<file path="src/rtl/ysyx_bus_arb.sv">
// ysyx_bus_arb: shares one non-pipelined downstream AXI4-lite style bus between
// the IFU fetch port and the LSU load/store port. One transaction is in flight at
// a time; the response is returned to whichever port owns it as a one-cycle
// registered pulse. Fixed priority store > load > fetch.
//
// Optional feature: define YSYX_BUS_ARB_STARVE_EN to add a starvation counter
// that forces an IFU grant after STARVE_MAX consecutive LSU grants while the IFU
// is waiting. Without the macro the priority is strictly fixed.
module ysyx_bus_arb #(
    parameter int XLEN       = 32,
    parameter int STARVE_MAX = 4
) (
    input  logic            clock,
    input  logic            reset,

    input  logic            ifu_arvalid,
    input  logic [XLEN-1:0] ifu_araddr,
    input  logic            ifu_flush,
    output logic            ifu_bus_ready,
    output logic            ifu_rready,
    output logic [XLEN-1:0] ifu_rdata,

    input  logic            lsu_arvalid,
    input  logic [XLEN-1:0] lsu_araddr,
    input  logic [7:0]      lsu_rstrb,
    output logic            lsu_rvalid,
    output logic [XLEN-1:0] lsu_rdata,
    input  logic            lsu_awvalid,
    input  logic [XLEN-1:0] lsu_awaddr,
    input  logic [XLEN-1:0] lsu_wdata,
    input  logic [7:0]      lsu_wstrb,
    input  logic            lsu_wvalid,
    output logic            lsu_wready,

    output logic            m_arvalid,
    output logic [XLEN-1:0] m_araddr,
    output logic [2:0]      m_arsize,
    input  logic            m_arready,
    input  logic            m_rvalid,
    input  logic [XLEN-1:0] m_rdata,
    input  logic [1:0]      m_rresp,
    output logic            m_rready,
    output logic            m_awvalid,
    output logic [XLEN-1:0] m_awaddr,
    output logic [2:0]      m_awsize,
    input  logic            m_awready,
    output logic            m_wvalid,
    output logic [XLEN-1:0] m_wdata,
    output logic [3:0]      m_wstrb,
    input  logic            m_wready,
    input  logic            m_bvalid,
    input  logic [1:0]      m_bresp,
    output logic            m_bready
);

    typedef enum logic [2:0] {
        IDLE  = 3'd0,
        RD_AR = 3'd1,
        RD_R  = 3'd2,
        WR_AW = 3'd3,
        WR_B  = 3'd4
    } state_t;

    state_t          state;
    state_t          state_next;

    // Captured transaction
    logic            owner_lsu;   // 1: LSU owns the in-flight transaction, 0: IFU
    logic [XLEN-1:0] addr_q;
    logic [XLEN-1:0] wdata_q;
    logic [3:0]      wstrb_q;
    logic [2:0]      size_q;
    logic [XLEN-1:0] rdata_q;

    // Write-channel accept tracking: AW and W may be accepted in different cycles
    logic            aw_done;
    logic            w_done;
    logic            aw_ok;
    logic            w_ok;

    // Set when a fetch in flight is flushed; its response must not reach the IFU
    logic            kill;

    logic            ifu_rready_q;
    logic            lsu_rvalid_q;
    logic            lsu_wready_q;

    logic            store_req;
    logic            load_req;
    logic            fetch_req;
    logic            ifu_force;
    logic            grant_store;
    logic            grant_load;
    logic            grant_fetch;

    // Responses carry no information the requesters use; errors complete normally.
    logic            unused_inputs;
    assign unused_inputs = ^{m_rresp, m_bresp, lsu_wstrb[7:4]};

    // Transfer size from a byte strobe; anything irregular is issued as a word.
    function automatic logic [2:0] strb_size(input logic [7:0] strb);
        case (strb)
            8'h01:   return 3'd0;
            8'h03:   return 3'd1;
            8'h0F:   return 3'd2;
            default: return 3'd2;
        endcase
    endfunction

    assign store_req = lsu_awvalid & lsu_wvalid;
    assign load_req  = lsu_arvalid;
    // A flush in the same cycle as a fetch request cancels that request.
    assign fetch_req = ifu_arvalid & ~ifu_flush;

`ifdef YSYX_BUS_ARB_STARVE_EN
    localparam int CNT_W = $clog2(STARVE_MAX + 1);

    logic [CNT_W-1:0] starve_cnt;

    assign ifu_force = (starve_cnt >= CNT_W'(STARVE_MAX));

    // Count LSU grants taken while the IFU is waiting; saturates at the limit.
    always_ff @(posedge clock or negedge reset) begin
        if (!reset) begin
            starve_cnt <= '0;
        end else if (!ifu_arvalid || grant_fetch) begin
            starve_cnt <= '0;
        end else if ((grant_store || grant_load) && !ifu_force) begin
            starve_cnt <= starve_cnt + 1'b1;
        end
    end
`else
    logic [31:0] unused_starve;
    assign unused_starve = STARVE_MAX;
    assign ifu_force     = 1'b0;
`endif

    // Grant decision in IDLE: forced fetch (starvation), then store > load > fetch.
    always_comb begin
        grant_store = 1'b0;
        grant_load  = 1'b0;
        grant_fetch = 1'b0;
        if (state == IDLE) begin
            if (ifu_force && fetch_req) begin
                grant_fetch = 1'b1;
            end else if (store_req) begin
                grant_store = 1'b1;
            end else if (load_req) begin
                grant_load = 1'b1;
            end else if (fetch_req) begin
                grant_fetch = 1'b1;
            end
        end
    end

    assign ifu_bus_ready = (state == IDLE) && (ifu_force || !(store_req || load_req));

    assign aw_ok = aw_done | m_awready;
    assign w_ok  = w_done  | m_wready;

    // State register.
    always_ff @(posedge clock or negedge reset) begin
        if (!reset) begin
            state <= IDLE;
        end else begin
            state <= state_next;
        end
    end

    // Next-state and downstream handshake outputs.
    always_comb begin
        state_next = state;
        m_arvalid  = 1'b0;
        m_rready   = 1'b0;
        m_awvalid  = 1'b0;
        m_wvalid   = 1'b0;
        m_bready   = 1'b0;
        case (state)
            IDLE: begin
                if (grant_store) begin
                    state_next = WR_AW;
                end else if (grant_load || grant_fetch) begin
                    state_next = RD_AR;
                end
            end
            RD_AR: begin
                m_arvalid = 1'b1;
                if (m_arready) begin
                    state_next = RD_R;
                end
            end
            RD_R: begin
                m_rready = 1'b1;
                if (m_rvalid) begin
                    state_next = IDLE;
                end
            end
            WR_AW: begin
                m_awvalid = ~aw_done;
                m_wvalid  = ~w_done;
                if (aw_ok && w_ok) begin
                    state_next = WR_B;
                end
            end
            WR_B: begin
                m_bready = 1'b1;
                if (m_bvalid) begin
                    state_next = IDLE;
                end
            end
            default: begin
                state_next = IDLE;
            end
        endcase
    end

    // Latch address, data, strobe, size and owner at the moment of grant.
    always_ff @(posedge clock or negedge reset) begin
        if (!reset) begin
            owner_lsu <= 1'b0;
            addr_q    <= '0;
            wdata_q   <= '0;
            wstrb_q   <= '0;
            size_q    <= '0;
        end else if (grant_store) begin
            owner_lsu <= 1'b1;
            addr_q    <= lsu_awaddr;
            wdata_q   <= lsu_wdata;
            wstrb_q   <= lsu_wstrb[3:0];
            size_q    <= strb_size(lsu_wstrb);
        end else if (grant_load) begin
            owner_lsu <= 1'b1;
            addr_q    <= lsu_araddr;
            size_q    <= strb_size(lsu_rstrb);
        end else if (grant_fetch) begin
            owner_lsu <= 1'b0;
            addr_q    <= ifu_araddr;
            size_q    <= 3'd2;
        end
    end

    // Remember which write channels have already handshaked this transaction.
    always_ff @(posedge clock or negedge reset) begin
        if (!reset) begin
            aw_done <= 1'b0;
            w_done  <= 1'b0;
        end else if (state == WR_AW) begin
            if (aw_ok && w_ok) begin
                aw_done <= 1'b0;
                w_done  <= 1'b0;
            end else begin
                aw_done <= aw_ok;
                w_done  <= w_ok;
            end
        end
    end

    // Kill flag: a flushed fetch still finishes downstream but is not returned.
    always_ff @(posedge clock or negedge reset) begin
        if (!reset) begin
            kill <= 1'b0;
        end else if (state_next == IDLE) begin
            kill <= 1'b0;
        end else if ((state == RD_AR || state == RD_R) && !owner_lsu && ifu_flush) begin
            kill <= 1'b1;
        end
    end

    // Capture read data and raise the one-cycle response pulse for the owner.
    always_ff @(posedge clock or negedge reset) begin
        if (!reset) begin
            rdata_q      <= '0;
            ifu_rready_q <= 1'b0;
            lsu_rvalid_q <= 1'b0;
            lsu_wready_q <= 1'b0;
        end else begin
            ifu_rready_q <= 1'b0;
            lsu_rvalid_q <= 1'b0;
            lsu_wready_q <= 1'b0;
            if (state == RD_R && m_rvalid) begin
                rdata_q <= m_rdata;
                if (owner_lsu) begin
                    lsu_rvalid_q <= 1'b1;
                end else begin
                    ifu_rready_q <= ~kill & ~ifu_flush;
                end
            end
            if (state == WR_B && m_bvalid) begin
                lsu_wready_q <= 1'b1;
            end
        end
    end

    assign m_araddr   = addr_q;
    assign m_arsize   = size_q;
    assign m_awaddr   = addr_q;
    assign m_awsize   = size_q;
    assign m_wdata    = wdata_q;
    assign m_wstrb    = wstrb_q;

    assign ifu_rready = ifu_rready_q;
    assign ifu_rdata  = rdata_q;
    assign lsu_rvalid = lsu_rvalid_q;
    assign lsu_rdata  = rdata_q;
    assign lsu_wready = lsu_wready_q;

endmodule

</file>
<file path="config.mk">
export PLATFORM = sky130hd
export DESIGN_NAME = ysyx_bus_arb
export DESIGN_NICKNAME = d
export VERILOG_FILES = /design/src/rtl/ysyx_bus_arb.sv
export SDC_FILE = /design/constraint.sdc
export NUM_CORES = 1
export LEC_CHECK = 0
export CORE_AREA = 2 2 144 146
export DETAILED_ROUTE_END_ITERATION = 8
export DIE_AREA = 0 0 146 148
export SLEW_MARGIN = 20
export SYNTH_ARGS = -nofsm -noshare
export SYNTH_HDL_FRONTEND = slang
export SYNTH_SLANG_ARGS = --single-unit
</file>
<file path="constraint.sdc">
create_clock -name clock -period 5.3 [get_ports clock]
set_clock_uncertainty 0.2 [all_clocks]
set_input_delay 0.53 -clock clock [delete_from_list [all_inputs] [get_ports clock]]
set_output_delay 0.53 -clock clock [all_outputs]
set_load 0.005 [all_outputs]
</file>
# Word level (Yosys, flattened, before mapping)
# Cells that the tools add are included.
[totals] elab_cells=86 inputBits=192 output_inout_bits=179 ff_bits=113
[op_classes] bitwise=9 n_eq_ne=8 reduce_logical=15 mux=41
[ops] operator="$mux 32" count=3
[ops] operator="$mux 3" count=9
[ops] operator="$mux 1" count=26
[ops] operator="$eq 8x1->1 const B" count=2
[ops] operator="$eq 8x2->1 const B" count=2
[ops] operator="$pmux 3 s5" count=1
[ops] operator="$pmux 2 s2" count=2
[ops] operator="$eq 3x2->1 const B" count=2
[ops] operator="$logic_and 1x1->1" count=6
[ops] operator="$logic_not 3->1" count=2
[ops] operator="$not 1->1" count=4
[ops] operator="$and 1x1->1" count=3
[ops] operator="$eq 3x1->1 const B" count=1
[ops] operator="$eq 3x3->1 const B" count=1
[ops] operator="$logic_or 1x1->1" count=3
[ops] operator="$reduce_bool 3->1" count=1
[ops] operator="$logic_not 1->1" count=2
[ops] operator="$or 1x1->1" count=2
[ops] operator="$reduce_bool 2->1" count=1

# Logic depth before layout (Yosys ltp)
# Gate-level depths: netlist (run 1).
[depth] depth_word=12 mapped_depth=6 mapped_depth_nobuf=4

# Worst setup path before layout (run 1)
# No wires, ideal clock.
[synth_timing] kind="input to output" start="input lsu_awvalid" end="output ifu_bus_ready" required_time_ns=4.570 path_slack_ns=3.379 path_stages=4 arrival_ns=1.191 cell_sequence="and2_1 > buf_2 > buf_1 > nor3_1"
[synth_between] elab_chain_cells=4
[synth_lines] item="start: declaration" line="28" source="input logic lsu_awvalid,"
[synth_lines] item="$and 1x1->1" line="110" source="assign store_req = lsu_awvalid & lsu_wvalid;"
[synth_lines] item="$logic_or 1x1->1" line="156" source="assign ifu_bus_ready = (state == IDLE) && (ifu_force || !(store_req || load_req));"
[synth_lines] item="$logic_not 1->1" line="156"
[synth_lines] item="$logic_and 1x1->1" line="156"
[synth_lines] item="end: declaration" line="19" source="output logic ifu_bus_ready,"
# Every way passes these cells.

# Worst setup path in the final report (run 1)
# Ends and elaborated chain as after synthesis.

==> results of run 1 <==
==> area by class of cell <==
class                   count  area share
repair buffers            372      0.4080
flip-flops and latches    112      0.3088
multi-input cells         253      0.2138
well taps                 270     0.03722
clock buffers              11     0.02564
clock inverters             5    0.004549
inverters                   5    0.002068
==> per-stage QoR <==
stage	total power, uW	std cells	hold WS [ns]	worst slack [ns]	utilization
3_3_place_gp	4075	1011	0.2417	2.279	0.4388
3_5_place_dp	4120	1011	0.2489	2.219	0.4388
6_report	4716	1028	0.2517	2.325	0.4530
5_1_grt	5033	1028	0.2678	2.247	0.4530
2_1_floorplan	2724	466	0.03441	3.379	-
4_1_cts	4798	1028	0.2587	2.295	0.4530
==> registers in the layout, summed over array words and instances, names as in the netlist, 2 cells and up <==
name       count
m_wdata       32
m_wstrb        4
m_arsize       2
ifu_rdata     32
m_araddr      32
state          3
==> kinds of logic after synthesis <==
family | Yosys count | share of synthesized area
compound gates | 112 | 0.1455
simple gates | 71 | 0.06685
flops | 112 | 0.5164
buf+inv | 101 | 0.1296
mux | 68 | 0.1411
other cells | 1 | 0.0006909
==> layout by cell type (no fill, tap or decap), drive strengths merged, types with 7 or more instances in the layout <==
cell type,instances
a21oi,37
a22o,32
a22oi,32
buf,8
clkbuf,11
clkdlybuf4s50,363
dfrtp,112
inv,7
mux2,68
nor2,41
==> worst paths after layout <==
| check | end | slack [ns] | cells past startpoint |
|---|---|---|---|
| worst max register to register | m_wdata[20]$_DFFE_PN0P_ | 2.80 | 5 |
| min in group asynchronous | ifu_rdata[9]$_DFFE_PN0P_ | 0.54 | 2 |
| worst max-delay path | ifu_bus_ready | 2.33 | 5 |
| worst min-delay path | ifu_rready$_DFF_PN0_ | 0.25 | 1 |
| max in group asynchronous | ifu_rdata[10]$_DFFE_PN0P_ | 3.05 | 3 |
| worst min register to register | ifu_rready$_DFF_PN0_ | 0.25 | 1 |
==> metal layers <==
layer / up-vias / GRT usage / share of wire
met5: - / 0 / 0
met4: 0 / 0.05534 / 0.018
met3: 22 / 0.03765 / 0.082
met2: 246 / 0.2899 / 0.52
met1: 2238 / 0.1825 / 0.38
li1: 2164 / - / -
==> report_power, final <==
group	switching, uW	internal [uW]
Clock	325	325
Sequential	329	1280
Combinational	870	1580
==> cells in the mapped netlist (all sizes together) <==
cell    count  area share
nor2       41       0.028
clkbuf     10      0.0069
o22a        1      0.0016
nor3b       3      0.0051
nand4       2      0.0023
or2         1      0.0012
nand2b      2      0.0023
a21oi      37       0.035
dfrtp     112        0.52
nand3b      1      0.0014
o31ai       1      0.0014
a31oi       1      0.0012
a41oi       1      0.0016
nor3        4      0.0058
a22oi      32       0.044
nand2       5      0.0035
o21ai       5      0.0053
inv         5      0.0035
and3        1      0.0012
mux2       68        0.14
nor4b       4      0.0076
a221oi      1      0.0016
or3         1      0.0012
a21boi      1      0.0021
conb        1     0.00069
buf        86        0.12
and2        4      0.0046
and3b       1      0.0016
a22o       32       0.052
nand3       1     0.00092
==> worst max-delay path, stage by stage <==
cell	delay, ns
clkdlybuf4s50_1	0.48
and2_1	0.21
buf_4	0.26
nor3_1	0.18
clkdlybuf4s50_1	0.58
==> reports/summary.txt, run 1 <==
WORST HOLD PATH
----------------------------------------------------------------------------------------------------
Min-Delay Path Class                                                                    flop to flop
Hold wc startpoint                                                                      kill$_DFFE_PN0P_

DRT
----------------------------------------------------------------------------------------------------
DRC violation count after routing                                                                  0
Pre-Repair DR Iteration Count                                                                      7
Routed wire length per instance                                                             17.37 um
Number of DRC violations after detailed-routing iteration 0                                      135
Average via count per standard cell                                                            4.543
Number of nets with antenna violations after detailed routing                                      0
Wire length after detailed routing                                                          17860 um
Total via count after detailed routing                                                          4670

STA
----------------------------------------------------------------------------------------------------
Setup TNS after final layout                                                                    0 ns
Pins over their slew limit                                                                         0
Final worst-path cycle share                                                                  0.5612
Clock period minus final worst setup slack                                                  2.975 ns
Maximum clock frequency                                                                   0.3362 GHz
Slew headroom                                                                                 0.3727
RSZ-0062 raised after global routing                                                           false
Hold Fails Final Rpt                                                                               0
Final setup violation count                                                                        0
Slew at the pin closest to its max-slew limit                                              0.9386 ns

DIE
----------------------------------------------------------------------------------------------------
Top-Level Pins                                                                                   371
Die area                                                                                 21610 sq um
Starting Density                                                                              0.2709
Core ar.                                                                                 20040 sq um
Width of the die                                                                              146 um
Y dimension of the die                                                                        148 um
Num rows                                                                                          52

YOSYS
----------------------------------------------------------------------------------------------------
Yosys synthesis warning count                                                                      0
Distinct cells, synth                                                                             40
Flop and latch count out of synthesis                                                            112
Synth Cell Area                                                                           5428 sq um
Post-synthesis area per instance                                                         11.67 sq um
Sequential fraction of the synthesis area                                                     0.5164
Cells after synthesis                                                                            465

LAYOUT
----------------------------------------------------------------------------------------------------
Storage cell area                                                                         2803 sq um
Multi-input logic area                                                                    1941 sq um
Total of fill cells in the finished design                                                      1924
Non-Filler Cell Area, Final                                                               9077 sq um
Number of antenna diodes                                                                           0
Net count of the finished layout                                                                 945
Area Overhead vs Synth                                                                        67.24%
Ratio of cells with drive above 1 in the final layout                                        0.05013

CLOCKING
----------------------------------------------------------------------------------------------------
CTS Hold Bufs                                                                                      1
Number of CTS-inserted buffers                                                                     9
Resized Gates After CTS                                                                            0
Post-CTS setup buffers                                                                             0
Clock-pin slew reported for the worst setup and hold paths after clock tree synthesis        0.07 ns
Cell chosen for the clock root                                                             clkbuf_16
Sinks on the clock net                                                                           112
H-tree depth                                                                                       3
Clock latency at the later pin of the worst-skew pair                                        0.34 ns
Buffer levels on the longest clock path                                                            2
TritonCTS clock tree                                                                            done

GLOBAL ROUTE
----------------------------------------------------------------------------------------------------
Number of global-route vias before repair                                                       4881
Antenna violations before repair                                                                   0
Overflow left after global routing                                                                 0
Total global routing track utilization                                                        0.1589
Wire length of the first global-routing pass                                                27090 um
Pin count of the biggest net entering global routing                                              70

CRITICAL PATH
----------------------------------------------------------------------------------------------------
Crit path capture type                                                                  primary output
Launch point of the worst reg-to-reg path                                               state[2]$_DFF_PN0_
Arrival time of the worst setup path                                                         2.24 ns
Worst Setup SP                                                                           lsu_awvalid
Max FO, Critical Path                                                                             36
Type of the setup path with the least slack                                             primary input to primary output
Type of element launching the critical path                                             primary input
Required arrival time at the worst endpoint                                                  4.57 ns

PLACED DESIGN
----------------------------------------------------------------------------------------------------
Global placement routability congestion                                                       0.7945
PortBufs                                                                                         364
Dpl cell area                                                                             8793 sq um
HPWL after detailed placement                                                               13930 um

POWER AND IR DROP
----------------------------------------------------------------------------------------------------
Leak pwr                                                                                 0.003656 uW
Cell area power density                                                                 519.6 nW/um^2
Largest vdd supply drop                                                                    0.2661 mV

RUN STATUS
----------------------------------------------------------------------------------------------------
Status                                                                                  complete, no violations

JOB
----------------------------------------------------------------------------------------------------
Number of max-capacitance violations reported                                                      0

No activity file was read; power rests on OpenSTA's default activity.
==> run 2, diff against run 1 <==
Settings changed: CORE_AREA 2 2 144 146 to 2 2 146 148, DIE_AREA 0 0 146 148 to 0 0 148 150, PLACE_DENSITY set to 0.65.
Clock period 5.3 ns to 2.6 ns, I/O delays scaled along.
==> run 2 against run 1 <==
Die area increased by 2.7%. Utilization decreased by 0.69 points. Cell count increased by 0.97%. Hold slack got worse by 0.077 ns. Clock power increased by 120%. Routed wire length decreased by 0.49%. Combinational power increased by 110%. Count of clock-buffer cells in the layout decreased by 2. Critical endpoint unchanged. Critical path depth decreased by 2. Non-clock buffer count increased by 5. Global-route usage decreased by 0.41 points.
==> reports/summary.txt, run 2 (synthesis gave the netlist of run 1 again) <==
CRITICAL PATH
----------------------------------------------------------------------------------------------------
Launch point of the worst reg-to-reg path                                               state[1]$_DFF_PN0_
Max FO, Critical Path                                                                              7   -81%
Arrival time of the worst setup path                                                         2.04 ns   -0.20 ns
Required arrival time at the worst endpoint                                                  2.14 ns   -2.43 ns
Type of the setup path with the least slack                                             flop to primary output
Crit path capture type                                                                  primary output
Type of element launching the critical path                                                     flop
Register-to-Register Path Depth                                                                    4   -1
Worst Setup SP                                                                          state[2]$_DFF_PN0_

DRT
----------------------------------------------------------------------------------------------------
Number of DRC violations after detailed-routing iteration 0                                      149   +10%
Wire length after detailed routing                                                          17770 um   -0.49%
DRC violation count after routing                                                                  0   unchanged
Routed wire length per instance                                                             17.12 um   -1.4%
Pre-Repair DR Iteration Count                                                                      4   -3
Total via count after detailed routing                                                          4664   -0.13%
Number of nets with antenna violations after detailed routing                                      0   unchanged
Average via count per standard cell                                                            4.493   -1.1%

LAYOUT
----------------------------------------------------------------------------------------------------
Storage cell area                                                                         2803 sq um   unchanged
Most frequent cells in the layout                                                       363 x clkdlybuf4s50_1, 112 x dfrtp_1, 59 x mux2_1
Total of fill cells in the finished design                                                      1964   +2.1%
Number of antenna diodes                                                                           0   unchanged
Final Core Density                                                                            0.4461   -0.006867
Most common cell after layout, fill and taps aside                                      clkdlybuf4s50_1
Ratio of cells with drive above 1 in the final layout                                        0.06029   +0.01016
Area Overhead vs Synth                                                                        70.06%
Net count of the finished layout                                                                 950   +0.53%
Multi-input logic area                                                                    1938 sq um   -0.13%
Final non-filler cell total                                                                     1038   +0.97%
Non-Filler Cell Area, Final                                                               9230 sq um   +1.7%

STA
----------------------------------------------------------------------------------------------------
Maximum clock frequency                                                                   0.4007 GHz
Final worst-path cycle share                                                                  0.9599
Final worst-path setup slack                                                               0.1043 ns   -2.221 ns
RSZ-0062 raised after global routing                                                           false
Slew headroom                                                                                 0.6119   +0.2392
Hold Fails Final Rpt                                                                               0   unchanged
Pins over their slew limit                                                                         0   unchanged
Final setup violation count                                                                        0   unchanged
Clock period minus final worst setup slack                                                  2.496 ns
Setup TNS after final layout                                                                    0 ns   unchanged
Slew at the pin closest to its max-slew limit                                              0.5741 ns   -0.3645 ns

POWER AND IR DROP
----------------------------------------------------------------------------------------------------
Largest vdd supply drop                                                                    0.4603 mV   +73%
Leak pwr                                                                                 0.003720 uW   +1.8%
Cell area power density                                                                 1060 nW/um^2   +100%

PLACED DESIGN
----------------------------------------------------------------------------------------------------
HPWL after detailed placement                                                               13700 um   -1.6%
Global placement routability congestion                                                       0.7648   -3.7%
# placed instances                                                                              1021   +0.99%
Dpl cell area                                                                             8917 sq um   +1.4%
Pre-CTS worst setup slack                                                                  0.3525 ns   -1.867 ns
PortBufs                                                                                         364   unchanged

GLOBAL ROUTE
----------------------------------------------------------------------------------------------------
Pin count of the biggest net entering global routing                                              70   unchanged
Met3 Track Usage GR                                                                          0.04665   +0.008992
Overflow left after global routing                                                                 0   unchanged
Wire length of the first global-routing pass                                                26570 um   -1.9%
Top Usage Layer GRT                                                                             met2
Antenna violations before repair                                                                   0   unchanged
Global routing usage on met2                                                                  0.2613   -0.02852
Met1 global-route usage                                                                       0.1953   +0.01278
Total global routing track utilization                                                        0.1549   -0.004061
Number of global-route vias before repair                                                       4592   -5.9%

DIE
----------------------------------------------------------------------------------------------------
Top-Level Pins                                                                                   371   unchanged
Num rows                                                                                          53   +1.9%
Die area                                                                                 22200 sq um   +2.7%
Y dimension of the die                                                                        150 um   +1.4%
Core ar.                                                                                 20690 sq um   +3.2%
Width of the die                                                                              148 um   +1.4%
Starting Density                                                                              0.2623   -0.008517

CLOCKING
----------------------------------------------------------------------------------------------------
H-tree depth                                                                                       3   unchanged
Buffer levels on the longest clock path                                                            2   unchanged
TritonCTS clock tree                                                                            done
Number of CTS-inserted buffers                                                                     9   unchanged
Sinks on the clock net                                                                           112   unchanged
Post-CTS setup buffers                                                                             0   unchanged
Clock-pin slew reported for the worst setup and hold paths after clock tree synthesis        0.09 ns   +0.02 ns
Cell chosen for the clock root                                                             clkbuf_16
Clock latency at the later pin of the worst-skew pair                                        0.35 ns   about the same

WORST HOLD PATH
----------------------------------------------------------------------------------------------------
Min-Delay Path Class                                                                    primary input to asynchronous set/reset pin

RUN STATUS
----------------------------------------------------------------------------------------------------
Status                                                                                  complete, no violations

JOB
----------------------------------------------------------------------------------------------------
Number of max-capacitance violations reported                                                      0   unchanged

==> run 2: worst max-delay path: stages (launching register included) <==
cell	delay (ns)
dfrtp_1	0.47
or3_4	0.46
nor3_1	0.20
clkdlybuf4s50_1	0.56
==> run 2: path summary, 6_finish.rpt <==
| path | endpoint | slack (ns) |
|---|---|---|
| max reg2reg | ifu_rdata[24]$_DFFE_PN0P_ | 0.60 |
| max | ifu_bus_ready | 0.10 |
| min reg2reg | ifu_rready$_DFF_PN0_ | 0.26 |
| min in group clock | ifu_rready$_DFF_PN0_ | 0.26 |
| max in group asynchronous | ifu_rready$_DFF_PN0_ | 1.34 |
| min | m_wdata[15]$_DFFE_PN0P_ | 0.18 |
==> run 2: layout make-up <==
class | instances | share of cell area
clock buffers | 9 | 0.02440
clock inverters | 7 | 0.007862
multi-input cells | 253 | 0.2100
flip-flops and latches | 112 | 0.3036
inverters | 5 | 0.002033
repair buffers | 377 | 0.4148
well taps | 275 | 0.03728
==> run 2: what timing repair did <==
action,in CTS,in global routing
hold endpoints to repair,25,0
gates resized for setup,1,0
hold buffers,1,0
endpoints found under the setup margin,1,0
==> run 2: power breakdown <==
part,internal (uW),switching [uW]
Sequential,2610,653
Clock,684,730
Combinational,3320,1780
==> run 2: metal layers <==
layer  share of wire  wire [um]  vias up
met3           0.082       1460       13
met4          0.0098        174        0
met5               0          0        -
met1            0.42       7408     2241
li1                -          -     2184
met2            0.49       8727      226
==> run 2: per-stage QoR <==
stage,hold slack (ns),power [uW]
CTS,0.1881,9949
global placement,0.02893,8385
finish,0.1750,9780
floorplan,-0.2356,5552
global route,0.1845,10480
detailed placement,0.03499,8473
